`src/rtl/hex_disp_pkg.sv`:
```
// Shared types for the hex display counter: digit width, digit type, and
// the count direction encoding used by the up_down switch.
package hex_disp_pkg;

  localparam int DIGIT_W = 4;

  typedef logic [DIGIT_W-1:0] hex_digit_t;

  typedef enum logic {
    DIR_DOWN = 1'b0,
    DIR_UP   = 1'b1
  } dir_t;

endpackage

```
`src/rtl/tick_gen.sv`:
```
// Prescaler: divides clk down to a one-cycle tick every PRESCALE enabled
// cycles. The count freezes while enable is low and restarts from zero on
// sync_clr so a clear or load always begins a full count period.
module tick_gen #(
  parameter int PRESCALE = 50_000_000
) (
  input  logic clk,
  input  logic reset,
  input  logic enable,
  input  logic sync_clr,
  output logic tick
);

  // PRESCALE=1 still needs a 1-bit register; it simply stays at zero.
  localparam int PRE_W = (PRESCALE > 1) ? $clog2(PRESCALE) : 1;
  localparam logic [PRE_W-1:0] PRE_LAST = PRE_W'(PRESCALE - 1);

  logic [PRE_W-1:0] pre;

  assign tick = enable && (pre == PRE_LAST);

  // Prescale counter: wraps to zero on the terminal count, holds when disabled.
  always_ff @(posedge clk or posedge reset) begin
    if (reset) begin
      pre <= '0;
    end else if (sync_clr) begin
      pre <= '0;
    end else if (enable) begin
      if (tick) begin
        pre <= '0;
      end else begin
        pre <= pre + PRE_W'(1);
      end
    end
  end

endmodule

```
`src/rtl/hex_digit_counter.sv`:
```
// Multi-digit hex up/down counter feeding the 7-segment decoder bank.
// Count and display registers share one next-state value so the display
// tracks the count with no extra latency unless hold freezes it.
module hex_digit_counter
  import hex_disp_pkg::*;
#(
  parameter int NDIGITS  = 4,
  parameter int PRESCALE = 50_000_000
) (
  input  logic                       clk,
  input  logic                       reset,
  input  logic                       enable,
  input  logic                       up_down,
  input  logic                       clear,
  input  logic                       load,
  input  logic [DIGIT_W*NDIGITS-1:0] load_value,
  input  logic                       hold,
  output logic [DIGIT_W*NDIGITS-1:0] digits,
  output logic                       tick,
  output logic                       wrap
);

  localparam int CNT_W = DIGIT_W * NDIGITS;

  logic [CNT_W-1:0] count;
  logic [CNT_W-1:0] count_next;
  logic [CNT_W-1:0] display;
  logic             wrap_next;
  logic             sync_clr;
  dir_t             dir;

  assign dir      = dir_t'(up_down);
  assign sync_clr = clear | load;

  // One count step in the selected direction, modulo 2^CNT_W.
  function automatic logic [CNT_W-1:0] step_count(input logic [CNT_W-1:0] value,
                                                  input dir_t            d);
    if (d == DIR_UP) begin
      return value + CNT_W'(1);
    end
    return value - CNT_W'(1);
  endfunction

  // True when a step from value in direction d rolls over the full range.
  function automatic logic is_wrap(input logic [CNT_W-1:0] value, input dir_t d);
    if (d == DIR_UP) begin
      return &value;
    end
    return ~|value;
  endfunction

  tick_gen #(
    .PRESCALE (PRESCALE)
  ) u_tick_gen (
    .clk      (clk),
    .reset    (reset),
    .enable   (enable),
    .sync_clr (sync_clr),
    .tick     (tick)
  );

  // Next count: clear beats load beats a tick; a tick coinciding with load is dropped.
  always_comb begin
    count_next = count;
    wrap_next  = 1'b0;
    if (clear) begin
      count_next = '0;
    end else if (load) begin
      count_next = load_value;
    end else if (tick) begin
      count_next = step_count(count, dir);
      wrap_next  = is_wrap(count, dir);
    end
  end

  // Count and wrap-pulse registers.
  always_ff @(posedge clk or posedge reset) begin
    if (reset) begin
      count <= '0;
      wrap  <= 1'b0;
    end else begin
      count <= count_next;
      wrap  <= wrap_next;
    end
  end

  // Display register: follows the next count unless hold freezes it.
  always_ff @(posedge clk or posedge reset) begin
    if (reset) begin
      display <= '0;
    end else if (!hold) begin
      display <= count_next;
    end
  end

  assign digits = display;

endmodule

```
`config.mk`:
```
export PLATFORM = sky130hd
export DESIGN_NAME = hex_digit_counter
export DESIGN_NICKNAME = d
export VERILOG_FILES = /design/src/rtl/hex_disp_pkg.sv /design/src/rtl/tick_gen.sv /design/src/rtl/hex_digit_counter.sv
export SDC_FILE = /design/constraint.sdc
export NUM_CORES = 1
export LEC_CHECK = 0
export ABC_AREA = 1
export CAP_MARGIN = 20
export CORE_MARGIN = 5
export CORE_UTILIZATION = 40
export DETAILED_ROUTE_END_ITERATION = 8
export PLACE_DENSITY = 0.65
export SETUP_SLACK_MARGIN = 0.1
export SLEW_MARGIN = 0
export SYNTH_ARGS = -nofsm -noshare
export SYNTH_HDL_FRONTEND = slang
export SYNTH_SLANG_ARGS = --single-unit
```
`constraint.sdc`:
```
create_clock -name clk -period 2.8 [get_ports clk]
set_clock_uncertainty 0.1 [all_clocks]
set_input_delay 0.84 -clock clk [delete_from_list [all_inputs] [get_ports clk]]
set_output_delay 0.84 -clock clk [all_outputs]
set_load 0.01 [all_outputs]
```
# Word level (Yosys, flattened, before mapping)
# Cells that the tools add are included.
# totals
register_bits	59
latch_bits	0
ram_bits	0
romBits	0
inputBits	23
output_inout_bits	18
word_cells	31
memories	0
# classes
addsub	3
n_mul	0
n_div	0
magnitude_cmp	0
eq_ne	1
shift	0
muxes	17
bitwise	1
n_reduce_logical	5
# ops
cell	n
two-way mux 16 bit	5
two-way mux 26 bit	3
adder 26 x 1 -> 26 bit, second input constant	1
== test 26 bit, second input constant	1
adder 16 x 1 -> 16 bit, second input constant	1
AND reduction 16 bit	1
OR reduction 16 bit	1
subtractor 16 x 1 -> 16 bit, second input constant	1
two-way mux 1 bit	9
nonzero test 2 bit	1
logical AND 1 bit	1
logical NOT 1 bit	1
OR 1 bit	1

# Logic depth before layout (Yosys ltp)
# depth
word_depth	9
depth_mapped	13
mapped_depth_nobuf	13

# Cells and area by module
# From an unflattened synthesis, not the netlist that was laid out.
# hier_totals
cells_unflattened	614
area_unflattened_um2	4170.2
# modules_own_cells
mod	instances	cells_each	area_per_inst_um2	seq_area_each_um2
hex_digit_counter	1	372	2471.1	825.8
tick_gen	1	242	1699.1	650.6

# Least setup slack after synthesis
# No wires, ideal clock.
# synth_timing
path_type	input to register
startpoint	input up_down
endpoint	register display[7], in the netlist digits[7]
setup_time_ps	118
arrival_ps	2388
required_time_ps	2582
slack_ps	194
stages	11
path_buffers	0
path_cell_list	inv_1 > ha_1 > nand2_1 > inv_1 > a21oi_1 > nand2_1 > or2_2 > nand3_1 > nand2_1 > nand3b_1 > nand2_1
# synth_via
elab_chain_cells	8
# synth_rtl
item	line	text
start, declared	hex_digit_counter.sv:13	input logic up_down,
two-way mux 1 bit	hex_digit_counter.sv:38	if (d == DIR_UP) begin
two-way mux 1 bit	hex_digit_counter.sv:70	end else if (tick) begin
two-way mux 1 bit	hex_digit_counter.sv:68	end else if (load) begin
two-way mux 1 bit	hex_digit_counter.sv:66	if (clear) begin
two-way mux 16 bit	hex_digit_counter.sv:41	return value - CNT_W'(1);
two-way mux 16 bit	hex_digit_counter.sv:70	
two-way mux 16 bit	hex_digit_counter.sv:68	
two-way mux 16 bit	hex_digit_counter.sv:66	
end signal, assigned	hex_digit_counter.sv:92	display <= count_next;
end, declared	hex_digit_counter.sv:27	logic [CNT_W-1:0] display;
# Every way passes these cells. The select of a mux whose other input is x is not followed.
# A chain may end at the register's enable or synchronous reset.

# Worst setup path after layout
# layout_timing
startpoint	register u_tick_gen.pre[0]
endpoint	output tick
# layout_via
elab_chain_cells	2
# layout_rtl
item	line	text
start, declared	tick_gen.sv:18	logic [PRE_W-1:0] pre;
start signal, assigned	tick_gen.sv:32	pre <= pre + PRE_W'(1);
== test 26 bit	tick_gen.sv:20	assign tick = enable && (pre == PRE_LAST);
logical AND 1 bit	tick_gen.sv:20	
end, declared	hex_digit_counter.sv:19	output logic tick,
# Every way passes these cells.

==> reports/summary.txt <==
Hold Path Depth = 2
1st-pass router iterations = 6
Drt drc = 0
MaxCap Viol Count = 0
Least-Margin Pin Slew = 0.5793 ns
Share of layout cells above drive strength 1 = 14.85%
Initial Util = 40.45%
Yosys top cell by area = dfrtp_1
Ys flop type = dfrtp_1
R2R depth = 12
I/O Pins = 41
Clock Path Buffers = 2
Critical path arrival = 1.61 ns
Min Tclk post-route = 2.552 ns
R2R Setup Slk = 0.71 ns
Netlist cell types = 39
Skew-Pair Late Insertion Delay = 0.35 ns
Top post-synthesis cells by area = dfrtp_1 (36%), nand2_1 (17%), inv_1 (6.4%), nand3_1 (5.6%), nor2_1 (5.0%)
GR peak layer = met2
GR Util met1 = 23.43%
Root buffer cell = clkbuf_8
Worst path bufs/invs = 2
Worst-path clk slew = 0.07 ns
DP Area = 0.004949 mm2
Via count = 4118
P&R area growth vs syn = 26.21%
Die X = 111.7 um
CTS Sinks = 59
GRT Total Usage = 18.65%
Placed insts = 798
DR iter-0 viols = 193
Seq cells post-synth = 59
Core area = 0.01023 mm2
Post-synth EDFFs = 0
Gpl congestion = 0.8958
Slew Viols, Final = 0
Critical Path Slowest Stage Cell = dfrtp_1
H-tree depth = 3
Pwr Density = 417.9 mW/mm2
Syn Std Cell Area = 0.004139 mm2
Fin crit share = 91.13%
Hold Path End = digits[13]
Slew margin rel. = 61.34%
Number of global-route vias before repair = 4154
CP top delay family = simple AND/OR/NAND/NOR gates
Vias per cell = 5.047
Met2 usage = 32.81%
WP data required = 1.86 ns
# fillers = 993
Final setup viols = 0
Worst-path fanout max = 3
First-pass GRT wire length = 19.20 mm
Status = finished, final reports clean
Ys Warns = 0
Worst hold path startpoint = digits[13]
Crit path capture type = primary output
Post-route cell area = 0.005224 mm2
CP Cell Sequence = ha_2 > nand2_1 > nor2_2 > nand2_2 > inv_1 > nand3_2 > nor2_4 > buf_6
CTS tree = done
Final hold vios = 0
Utilization after layout = 51.06%
Worst hold path class = flip-flop to flip-flop
Worst r2r src = u_tick_gen.pre[0]
Vert. Die Dim = 111.7 um
Most frequent cells in the layout = nand2_1 (178), inv_1 (69), dfrtp_1 (59), nor2_1 (55), nand3_1 (45)
VDD IR max = 0.2282 mV
DR WL/cell = 13.53 um
Top-area cell type share of the netlist area = 35.67%
Post-CTS Hold Fix Bufs = 0
Leak pwr = 0.002521 uW
M3 GR Usage = 3.478%
Post-Syn Nets = 635
Total die area = 0.01248 mm2
N_diodes = 0
Setup TNS = 0 ns
Crit. path cell count = 8
Post-route ant nets = 0
Port Buffer Count = 40
Startpoint class of the critical path = flip-flop
Total CTS buffers = 9
Largest net degree at the start of global routing = 44
Fmax = 391.9 MHz
Slowest cell delay on critical path = 0.37 ns
Row count = 37
Post-synthesis area per instance = 6.945 um2
Reg-to-reg endpoint = digits[9]
Final wirelength = 11.04 mm
Initial antenna violation count = 0
Fin nets = 714
Grt ovf = 0
Sequential fraction of the synthesis area = 35.67%
RSZ-0062 raised after global routing = no
Fin cells = 816
Commonest non-fill, non-tap cell in the layout = nand2_1
Dpl hpwl = 8.545 mm
Async SR Flop Fraction = 100.0%
Critical path class = flip-flop to primary output
Mapped Cells = 596
-- cells by family (layout without fill, tap and decap cells) --
group	Yosys count	in the layout	synth area share, %
and+or+nand+nor	347	347	38.54
buffers and inverters	89	173	8.615
AOI/OAI and AO/OA	73	73	9.613
DFF	59	59	35.67
adders and majority gates	16	16	5.018
xor gates and xnor gates	12	12	2.539
-- per-stage QoR --
| stage | hold WS [ns] | setup WS [ns] | power, uW |
|---|---|---|---|
| 4_1_cts | 0.3846 | 0.08831 | 2193 |
| 6_report | 0.3786 | 0.2485 | 2183 |
| 3_3_place_gp | 0.3631 | -0.6030 | 1378 |
| 5_1_grt | 0.4044 | 0.1016 | 2302 |
| 3_5_place_dp | 0.3685 | -0.6136 | 1386 |
| 2_1_floorplan | 0.3754 | 0.1940 | 1185 |
-- cell type report --
| type | count | area, um2 | share of cell area (%) |
|---|---|---|---|
| flip-flops and latches | 59 | 1476 | 28.26 |
| clock buffers | 12 | 145.1 | 2.778 |
| repair buffers | 79 | 713.2 | 13.65 |
| well taps | 136 | 170.2 | 3.257 |
| inverters | 78 | 292.8 | 5.605 |
| multi-input cells | 448 | 2376 | 45.49 |
| clock inverters | 4 | 50.05 | 0.9581 |
-- timing repair --
action                     CTS  global route
pin swaps                    4             4
resized for setup           19             4
gates cloned                 0             0
setup buffers                1             1
setup endpoints to repair   15             2
-- sequential cells by signal, summed over array words and instances (netlist names) --
name / count
u_tick_gen.pre: 26
count: 16
digits: 16
wrap: 1
-- cells in the mapped netlist, types with 2 or more instances --
master / instances
nand2_1: 183
nand4_1: 12
nand3_4: 2
nor3_2: 3
nand2_2: 4
and2_1: 2
ha_1: 15
nand3_2: 2
inv_2: 7
nor3b_1: 3
buf_6: 2
nor2_4: 4
clkbuf_1: 4
nor3_1: 8
nor2_2: 3
a21oi_1: 36
xnor2_1: 2
nand3b_1: 10
nor2_1: 55
xor2_1: 10
a31oi_1: 4
buf_2: 3
nor4_1: 6
nand3_1: 46
a211oi_1: 2
or2_2: 2
a21oi_2: 4
inv_1: 71
o21ai_0: 23
dfrtp_1: 59
-- worst max path at each step --
stage / from / endpoint / slack, ns
3_5_place_dp: enable / tick / -0.61
2_1_floorplan: up_down / digits[7] / 0.19
4_1_cts: enable / tick / 0.09
5_1_grt: u_tick_gen.pre[1] / tick / 0.10
3_3_place_gp: enable / tick / -0.60
6_report: u_tick_gen.pre[0] / tick / 0.25
-- where the power goes --
| part | switching, uW | internal [uW] |
|---|---|---|
| clock | 362 | 435 |
| combinational | 250 | 213 |
| sequential | 35.2 | 888 |
| total | 647 | 1540 |
-- metal layers --
metal	vias to the layer above	routed length, um
li1	2094	-
met1	1939	4905
met2	71	5531
met3	14	465
met4	0	133
met5	-	0
-- worst reg2reg max path, stage by stage, from the launching register on --
cell,delay (ns)
dfrtp_1,0.37
ha_2,0.20
nand2_1,0.08
nor2_2,0.12
nand2_2,0.07
inv_1,0.09
buf_4,0.12
nand4_1,0.13
nor2_4,0.24
nand3_1,0.20
nand2_1,0.11
nand3b_1,0.10
nand2_1,0.09
No activity file was read; power rests on OpenSTA's default activity.
